<file path="config.mk">
export PLATFORM = sky130hd
export DESIGN_NAME = volume_ramp_sequencer_flat
export DESIGN_NICKNAME = d
export VERILOG_FILES = /design/src/rtl/volume_ramp_sequencer_if.sv /design/src/rtl/volume_ramp_sequencer.sv /design/src/flat_wrapper.sv
export SDC_FILE = /design/constraint.sdc
export NUM_CORES = 1
export LEC_CHECK = 0
export ABC_AREA = 1
export BUFFER_PORTS_ARGS = -buffer_cell sky130_fd_sc_hd__buf_4
export CAP_MARGIN = 20
export CELL_PAD_IN_SITES_DETAIL_PLACEMENT = 0
export CELL_PAD_IN_SITES_GLOBAL_PLACEMENT = 1
export CORE_ASPECT_RATIO = 0.75
export CORE_MARGIN = 2
export CORE_UTILIZATION = 46
export CTS_CLUSTER_SIZE = 10
export DETAILED_ROUTE_END_ITERATION = 16
export PLACE_DENSITY = 0.86
export SYNTH_ARGS = -nofsm -noshare
export SYNTH_HDL_FRONTEND = slang
export SYNTH_SLANG_ARGS = --single-unit
</file>
<file path="constraint.sdc">
create_clock -name clk -period 7.4 [get_ports clk]
set_input_delay 0.37 -clock clk [delete_from_list [all_inputs] [get_ports clk]]
set_output_delay 0.37 -clock clk [all_outputs]
set_load 0.02 [all_outputs]
</file>
<file path="src/rtl/volume_ramp_sequencer_if.sv">
// rtl/volume_ramp_sequencer_if.sv - control and gain signals between controller and volume ramp sequencer
interface volume_ramp_sequencer_if;
    logic [7:0] target_vol;
    logic       mute_req;
    logic       frame_tick;
    logic [7:0] volume;
    logic       mute;
    logic [1:0] state;
    logic       ramp_busy;
    logic       muted_ack;

    modport master (
        output target_vol,
        output mute_req,
        output frame_tick,
        input  volume,
        input  mute,
        input  state,
        input  ramp_busy,
        input  muted_ack
    );

    modport slave (
        input  target_vol,
        input  mute_req,
        input  frame_tick,
        output volume,
        output mute,
        output state,
        output ramp_busy,
        output muted_ack
    );
endinterface

</file>
<file path="src/rtl/volume_ramp_sequencer.sv">
// rtl/volume_ramp_sequencer.sv - frame-paced volume ramping with pop-free mute/unmute sequencing
module volume_ramp_sequencer #(
    parameter int unsigned STEP = 1
) (
    input  logic                     clk,
    input  logic                     reset_n,
    volume_ramp_sequencer_if.slave   vif
);

    typedef enum logic [1:0] {
        ST_RUN       = 2'd0,
        ST_RAMP_DOWN = 2'd1,
        ST_MUTED     = 2'd2,
        ST_RAMP_UP   = 2'd3
    } state_t;

    localparam logic [8:0] STEP9 = 9'(STEP);

    state_t     state_q, state_d;
    logic [7:0] volume_q, volume_d;
    logic       mute_q, mute_d;
    logic       ramp_busy_q, ramp_busy_d;
    logic       muted_ack_q, muted_ack_d;

    logic [8:0] vol9, tgt9;
    logic [8:0] up_gap, dn_gap, up_amt, dn_amt, fall_amt;
    logic [7:0] vol_up, vol_dn, vol_fall;

    // Clamp a 9-bit intermediate back to the 8-bit gain range.
    function automatic logic [7:0] sat8(input logic [8:0] x);
        return x[8] ? 8'hFF : x[7:0];
    endfunction

    // Candidate next volumes: move toward target, or fall toward zero, by at most STEP.
    always_comb begin
        vol9     = {1'b0, volume_q};
        tgt9     = {1'b0, vif.target_vol};
        up_gap   = tgt9 - vol9;
        dn_gap   = vol9 - tgt9;
        up_amt   = (up_gap < STEP9) ? up_gap : STEP9;
        dn_amt   = (dn_gap < STEP9) ? dn_gap : STEP9;
        fall_amt = (vol9 < STEP9) ? vol9 : STEP9;
        vol_up   = sat8(vol9 + up_amt);
        vol_dn   = sat8(vol9 - dn_amt);
        vol_fall = sat8(vol9 - fall_amt);
    end

    // Next state: a state transition takes the cycle and blocks any volume step.
    always_comb begin
        state_d  = state_q;
        volume_d = volume_q;
        case (state_q)
            ST_RUN: begin
                if (vif.mute_req) begin
                    state_d = ST_RAMP_DOWN;
                end else if (vif.frame_tick) begin
                    if (tgt9 > vol9) begin
                        volume_d = vol_up;
                    end else if (tgt9 < vol9) begin
                        volume_d = vol_dn;
                    end
                end
            end
            ST_RAMP_DOWN: begin
                if (!vif.mute_req) begin
                    state_d = ST_RAMP_UP;
                end else if (volume_q == 8'd0) begin
                    state_d = ST_MUTED;
                end else if (vif.frame_tick) begin
                    volume_d = vol_fall;
                end
            end
            ST_MUTED: begin
                volume_d = 8'd0;
                if (!vif.mute_req) begin
                    state_d = ST_RAMP_UP;
                end
            end
            ST_RAMP_UP: begin
                if (vif.mute_req) begin
                    state_d = ST_RAMP_DOWN;
                end else if (volume_q >= vif.target_vol) begin
                    state_d = ST_RUN;
                end else if (vif.frame_tick) begin
                    volume_d = vol_up;
                end
            end
            default: begin
                state_d  = ST_MUTED;
                volume_d = 8'd0;
            end
        endcase

        mute_d      = (state_d == ST_MUTED);
        muted_ack_d = (state_d == ST_MUTED);
        ramp_busy_d = (state_d == ST_RAMP_DOWN) || (state_d == ST_RAMP_UP) ||
                      ((state_d == ST_RUN) && (volume_d != vif.target_vol));
    end

    // State and output registers; reset leaves the converter hard-muted at zero gain.
    always_ff @(posedge clk) begin
        if (!reset_n) begin
            state_q     <= ST_MUTED;
            volume_q    <= 8'd0;
            mute_q      <= 1'b1;
            ramp_busy_q <= 1'b0;
            muted_ack_q <= 1'b1;
        end else begin
            state_q     <= state_d;
            volume_q    <= volume_d;
            mute_q      <= mute_d;
            ramp_busy_q <= ramp_busy_d;
            muted_ack_q <= muted_ack_d;
        end
    end

    assign vif.volume    = volume_q;
    assign vif.mute      = mute_q;
    assign vif.state     = state_q;
    assign vif.ramp_busy = ramp_busy_q;
    assign vif.muted_ack = muted_ack_q;

endmodule

</file>
<file path="src/flat_wrapper.sv">
// flat-port wrapper written by rule: the top's interface ports become plain ports
module volume_ramp_sequencer_flat 
#(
    parameter int unsigned STEP = 1
)
  (clk, reset_n, vif_target_vol, vif_mute_req, vif_frame_tick, vif_volume, vif_mute, vif_state, vif_ramp_busy, vif_muted_ack);
  volume_ramp_sequencer_if vif_i ();
  input  logic clk;
  input  logic reset_n;
  input wire logic [$bits(vif_i.target_vol)-1:0] vif_target_vol;
  input wire logic [$bits(vif_i.mute_req)-1:0] vif_mute_req;
  input wire logic [$bits(vif_i.frame_tick)-1:0] vif_frame_tick;
  output wire logic [$bits(vif_i.volume)-1:0] vif_volume;
  output wire logic [$bits(vif_i.mute)-1:0] vif_mute;
  output wire logic [$bits(vif_i.state)-1:0] vif_state;
  output wire logic [$bits(vif_i.ramp_busy)-1:0] vif_ramp_busy;
  output wire logic [$bits(vif_i.muted_ack)-1:0] vif_muted_ack;
  assign vif_i.target_vol = vif_target_vol;
  assign vif_i.mute_req = vif_mute_req;
  assign vif_i.frame_tick = vif_frame_tick;
  assign vif_volume = vif_i.volume;
  assign vif_mute = vif_i.mute;
  assign vif_state = vif_i.state;
  assign vif_ramp_busy = vif_i.ramp_busy;
  assign vif_muted_ack = vif_i.muted_ack;
  volume_ramp_sequencer #(.STEP(STEP)) u_core (.clk(clk), .reset_n(reset_n), .vif(vif_i));
endmodule
</file>
== Word level (Yosys, flattened, before mapping) ==
Index checks and enable logic that the tools add are counted.
Storage, ports and cells
  bits in latches: 0
  input port bits: 12
  ROM bits: 0
  bits in writable memories: 0
  memories kept: 0
  register bits: 12
Cells by class
  multiplexer cells: 24
  equality and inequality tests: 7
  bitwise gates (word level): 0
  multiply operators: 0
  $add $sub $neg: 5
  shift-type cells: 0
  divide/modulo/power cells: 0
  reductions and logical operators: 6
  order comparisons: 6
Operators with widths (number)
  $mux 8: 14
  $pmux 8 s4: 1
  $lt 9x1->1 const B: 2
  $mux 9: 2
  $sub 8x8->9: 2
  $sub 8x9->9: 2
  $mux 2: 6
  $add 8x9->9: 1
  $eq 2x2->1 const B: 4
  $ge 8x8->1: 1
  $gt 8x8->1: 1
  $logic_not 8->1: 1
  $lt 8x1->1 const B: 1
  $lt 8x8->1: 1
  $ne 8x8->1: 1
  $pmux 2 s4: 1
  $eq 2x1->1 const B: 2
  $logic_not 2->1: 2
  $logic_or 1x1->1: 2
  $logic_and 1x1->1: 1

== Longest topological paths before layout ==
  word-level depth: 13
  mapped depth: 33
  gate-level depth less buffers: 32

== Worst setup path before layout ==
No wires, ideal clock.
  path kind: reg-to-reg
  from: reg u_core.volume_q[1] (netlist: u_core.vif.volume[1])
  to: reg u_core.ramp_busy_q (netlist: u_core.vif.ramp_busy)
  arrival time: 3769 ps
  path buffers: 1
  period minus slack after synthesis: 3887 ps
  data required time: 7283 ps
  slack: 3513 ps
  stages on the path, launching flop included: 30
  setup time: 117 ps
  cell sequence: dfxtp_1 inv_1 ha_1 nand2_1 nor2_4 nand2_1 nand3_1 nand2_1 nand2_1 nor2_1 nand3_2 nand2_1 fa_1 nand3b_1 nand2_1 nand2_1 and2_1 buf_2 inv_1 nor2_1 nand2_2 o2111ai_2 o211ai_2 nand2_2 xor2_2 nand2_1 nor2_2 nand3_1 nor2_1 a21oi_1
Between the ends
  cells in the longest elaborated chain, start to end: 13
RTL lines
  start: declaration: line volume_ramp_sequencer.sv:20  | logic [7:0] volume_q, volume_d;
  start signal: assignment: line volume_ramp_sequencer.sv:110  | volume_q <= volume_d;
  $sub 8x8->9: line volume_ramp_sequencer.sv:39  | dn_gap = vol9 - tgt9;
  $lt 9x1->1: line volume_ramp_sequencer.sv:41  | dn_amt = (dn_gap < STEP9) ? dn_gap : STEP9;
  $mux 9: line volume_ramp_sequencer.sv:41
  $sub 8x9->9: line volume_ramp_sequencer.sv:44  | vol_dn = sat8(vol9 - dn_amt);
  $mux 8: line volume_ramp_sequencer.sv:31  | return x[8] ? 8'hFF : x[7:0];
  $mux 8: line volume_ramp_sequencer.sv:59  | end else if (tgt9 < vol9) begin
  $mux 8: line volume_ramp_sequencer.sv:57  | if (tgt9 > vol9) begin
  $mux 8: line volume_ramp_sequencer.sv:56  | end else if (vif.frame_tick) begin
  $mux 8: line volume_ramp_sequencer.sv:54  | if (vif.mute_req) begin
  $pmux 8 s4: line volume_ramp_sequencer.sv:52  | case (state_q)
  $ne 8x8->1: line volume_ramp_sequencer.sv:97  | ((state_d == ST_RUN) && (volume_d != vif.target_vol));
  $logic_and 1x1->1: line volume_ramp_sequencer.sv:97
  $logic_or 1x1->1 *: line volume_ramp_sequencer.sv:96  | ramp_busy_d = (state_d == ST_RAMP_DOWN) || (state_d == ST_RAMP_UP) ||
  end signal: assignment: line volume_ramp_sequencer.sv:112  | ramp_busy_q <= ramp_busy_d;
  end: declaration: line volume_ramp_sequencer.sv:22  | logic ramp_busy_q, ramp_busy_d;
Every way passes the cells marked *; elsewhere a longest branch is shown, timed or not.
A chain may end at the register's enable or synchronous reset.

== Final worst setup path ==
Same ends and word-level chain as after synthesis.

==> impl_results.md <==
- Simple-Gate Fraction of Synth Area: 0.451
- Number of global-route vias before repair: 3057
- Worst hold path class: input port to flop
- # IOs: 25
- Grt total ovfl: 0
- Period minus WS final: 4.82 ns
- Critical Path RT: 7.52 ns
- Vias post-DR: 3505
- Core ar.: 6350 µm²
- Horiz. Die Dim: 98.0 µm
- Sw Share: 0.618
- Starting Density: 0.480
- Post-Layout Cell Count: 641
- H-Tree Depth: 1
- Area grow syn2layout: 10.9%
- Synthesized area per cell: 5.81 µm²
- Routed Antenna Nets: 0
- Largest family of logic cells by synthesized area: simple AND/OR/NAND/NOR gates
- Routed WL: 9.95 mm
- CP startpoint: u_core.vif.volume[1]$_SDFF_PN0_
- Worst path slowest cell: dfxtp_1
- Synth Register Bits: 12
- R2r setup slk: 2.58 ns
- Setup WS post-layout: 2.58 ns
- CP max FO: 12
- Largest area contributor in the netlist: nand2_1
- Adder-Cell Fraction of Synth Area: 0.158
- Status: complete, no violations
- Max_slew headroom: 0.405
- Final layout net count: 610
- Yosys top cell area share: 0.198
- EDFF count, synth: 0
- Setup repair after global routing missed its margin: no
- Synth cell types: 49
- Cell mode on critical path: nand2_1
- Final Hold Fails: 0
- Chip Height: 74.5 µm
- Post-CTS Setup Inserts: 0
- Layout Skew: 0.00251 ns
- Fin. max-slew vios: 0
- Layout cells sized above 1: 0.129
- CP Capture Type: flop
- Routability congestion estimate: 0.960
- Root Buffer: clkbuf_8
- Drt initial violations: 331
- Largest net degree at the start of global routing: 13
- Clk pwr share: 0.048
- Worst Hold Depth: 2
- Reg2reg start: u_core.vif.volume[1]$_SDFF_PN0_
- CTS tree: yes
- Buffers and inverters on the worst path: 2
- Logic pwr share: 0.823
- P_sw: 712 µW
- Via-per-instance ratio: 5.47
- Top cells by area, synth: nand2_1, ha_1, inv_1, nand3_1, dfxtp_1
- Port buffer count: 24
- Crit share post-route: 0.651
- Worst-Margin Slew: 0.889 ns
- Routed wire per std cell: 15.5 µm
- Synth Warn #: 0
- P_int: 440 µW
- Max cap viols: 0
- Power per Cell Area: 341 nW/µm²
- Reg power frac: 0.128
- CP max stage delay: 0.78 ns
- Hold_buf cts: 0
- GRT Total Usage: 0.274
- Post-synthesis compound-gate area fraction: 0.155
- Critical path class: flop to flop
- Ys async rst share: 0
- Num CTS Buffers: 3
- Largest delay share family, worst path: simple AND/OR/NAND/NOR gates
- Max rail drop VDD: 0.260 mV
- PostCTS Resize Cnt: 0
- Area after DPL: 3340 µm²
- XOR/XNOR share of the synthesized area: 0.0312
- Row cnt: 25
- Final instance area: 3380 µm²
- Top FF cell, synth: dfxtp_1
- R2R depth: 27
- Sequential cell area fraction in the yosys report: 0.0788
- CP Depth: 27
- Gate count after technology mapping: 525
- Post-DP HPWL: 8.29 mm
- Clock Sinks: 12
- Final setup violation count: 0
- Most common cell in the netlist: nand2_1
- Fmax: 208 MHz
- Commonest cells in the netlist: nand2_1, inv_1, nand3_1
- Static Leak: 0.00189 µW
- Netlist Area Pre-Place: 3050 µm²
- First-pass GRT wire length: 15.7 mm
- Clock transition at path regs: 0.05 ns
- Setup TNS: 0 ns
- Hold path start: reset_n
- Initial antenna violation count: 0
- Die area: 7300 µm²
- Post-synthesis mux area share: 0
- Placement Setup Slack: 2.67 ns
- Maximum clock insertion buffer count: 2
- # DRC: 0
- Worst-skew pair later-pin latency: 0.23 ns
- DR pass1 iterations: 5
- Diodes inserted: 0
- Critical Path AT: 4.94 ns
- Post-Place Cells: 638
- Critical Path Start Type: flop
==> power by group through the flow <==
stage               Clock (µW)  Sequential, µW  Combinational, µW
CTS                       57.0             146                929
global route              59.9             151               1060
finish                    55.8             148                948
floorplan                    0             152                676
global placement             0             147                934
detailed placement           0             146                924
==> per-stage QoR <==
step / hold WS, ns / util / power [µW]
6_report: 0.350 / 0.532 / 1150
5_1_grt: 0.351 / 0.532 / 1270
4_1_cts: 0.343 / 0.532 / 1130
3_5_place_dp: 0.588 / 0.526 / 1070
3_3_place_gp: 0.594 / 0.526 / 1080
2_1_floorplan: 0.459 / - / 829
==> worst register-to-register path: stages, from the launching register on <==
cell and delay [ns]:
dfxtp_1 0.78, inv_1 0.33, ha_1 0.40, nand3_1 0.12, nand2_1 0.11, nand2_1 0.09, nand2_1 0.05, nand2_1 0.06
nand2_1 0.05, nor2_1 0.28, nand3_2 0.16, nand2_1 0.10, fa_1 0.20, nand3b_1 0.12, nand2_1 0.12, nand2_1 0.08
and2_1 0.30, inv_1 0.17, nor2_1 0.19, nand2_1 0.08, o2111ai_1 0.11, o211ai_1 0.19, nand3_1 0.15, nand4_1 0.10
nor2_2 0.13, nand3_1 0.08, nor2_1 0.09, a21oi_1 0.07
==> layout by cell type, fill, tap and decap left out, types with 8 or more instances in the layout <==
| cell type | instances |
|---|---|
| nor2_1 | 35 |
| nand2_1 | 161 |
| xor2_1 | 8 |
| conb_1 | 16 |
| o211ai_1 | 8 |
| nand2_2 | 11 |
| dfxtp_1 | 12 |
| o21ai_0 | 13 |
| buf_4 | 25 |
| nand4_1 | 10 |
| inv_1 | 78 |
| nand3_1 | 49 |
| a21oi_1 | 31 |
| ha_1 | 32 |
==> layer usage <==
layer,track usage,share of wire,wire length (µm),vias up
li1,-,-,-,1760
met1,0.424,0.49,4910,1591
met2,0.417,0.40,3990,143
met3,0.0263,0.091,901,11
met4,0.0494,0.015,146,0
met5,0,0,0,-
==> final timing paths <==
path	end
max	u_core.vif.ramp_busy$_SDFF_PN0_
min	u_core.vif.mute$_SDFF_PN1_
max reg2reg	u_core.vif.ramp_busy$_SDFF_PN0_
min reg2reg	u_core.vif.mute$_SDFF_PN1_
==> registers in the layout (all words and copies together), names as in the netlist <==
name,count
u_core.vif.volume,8
u_core.vif.mute,1
u_core.vif.state,2
u_core.vif.ramp_busy,1
==> cells by family (layout without fill, tap and decap cells) <==
kind of cell | count (synthesis) | in the layout
buf+inv | 93 | 114
simple gates | 295 | 295
other cells | 2 | 16
compound gates | 77 | 77
xor+xnor | 10 | 10
fa+ha+maj | 36 | 36
flops | 12 | 12
==> area by class of cell <==
cell class                 instances  area, µm²
sequential                        12        240
clock buffer                       3       41.3
tap                               81        101
fill                             689       2970
multi-input combinational        434       2480
inverter                          86        328
timing repair buffer              25        188
Power figures use the tool's default switching activity.
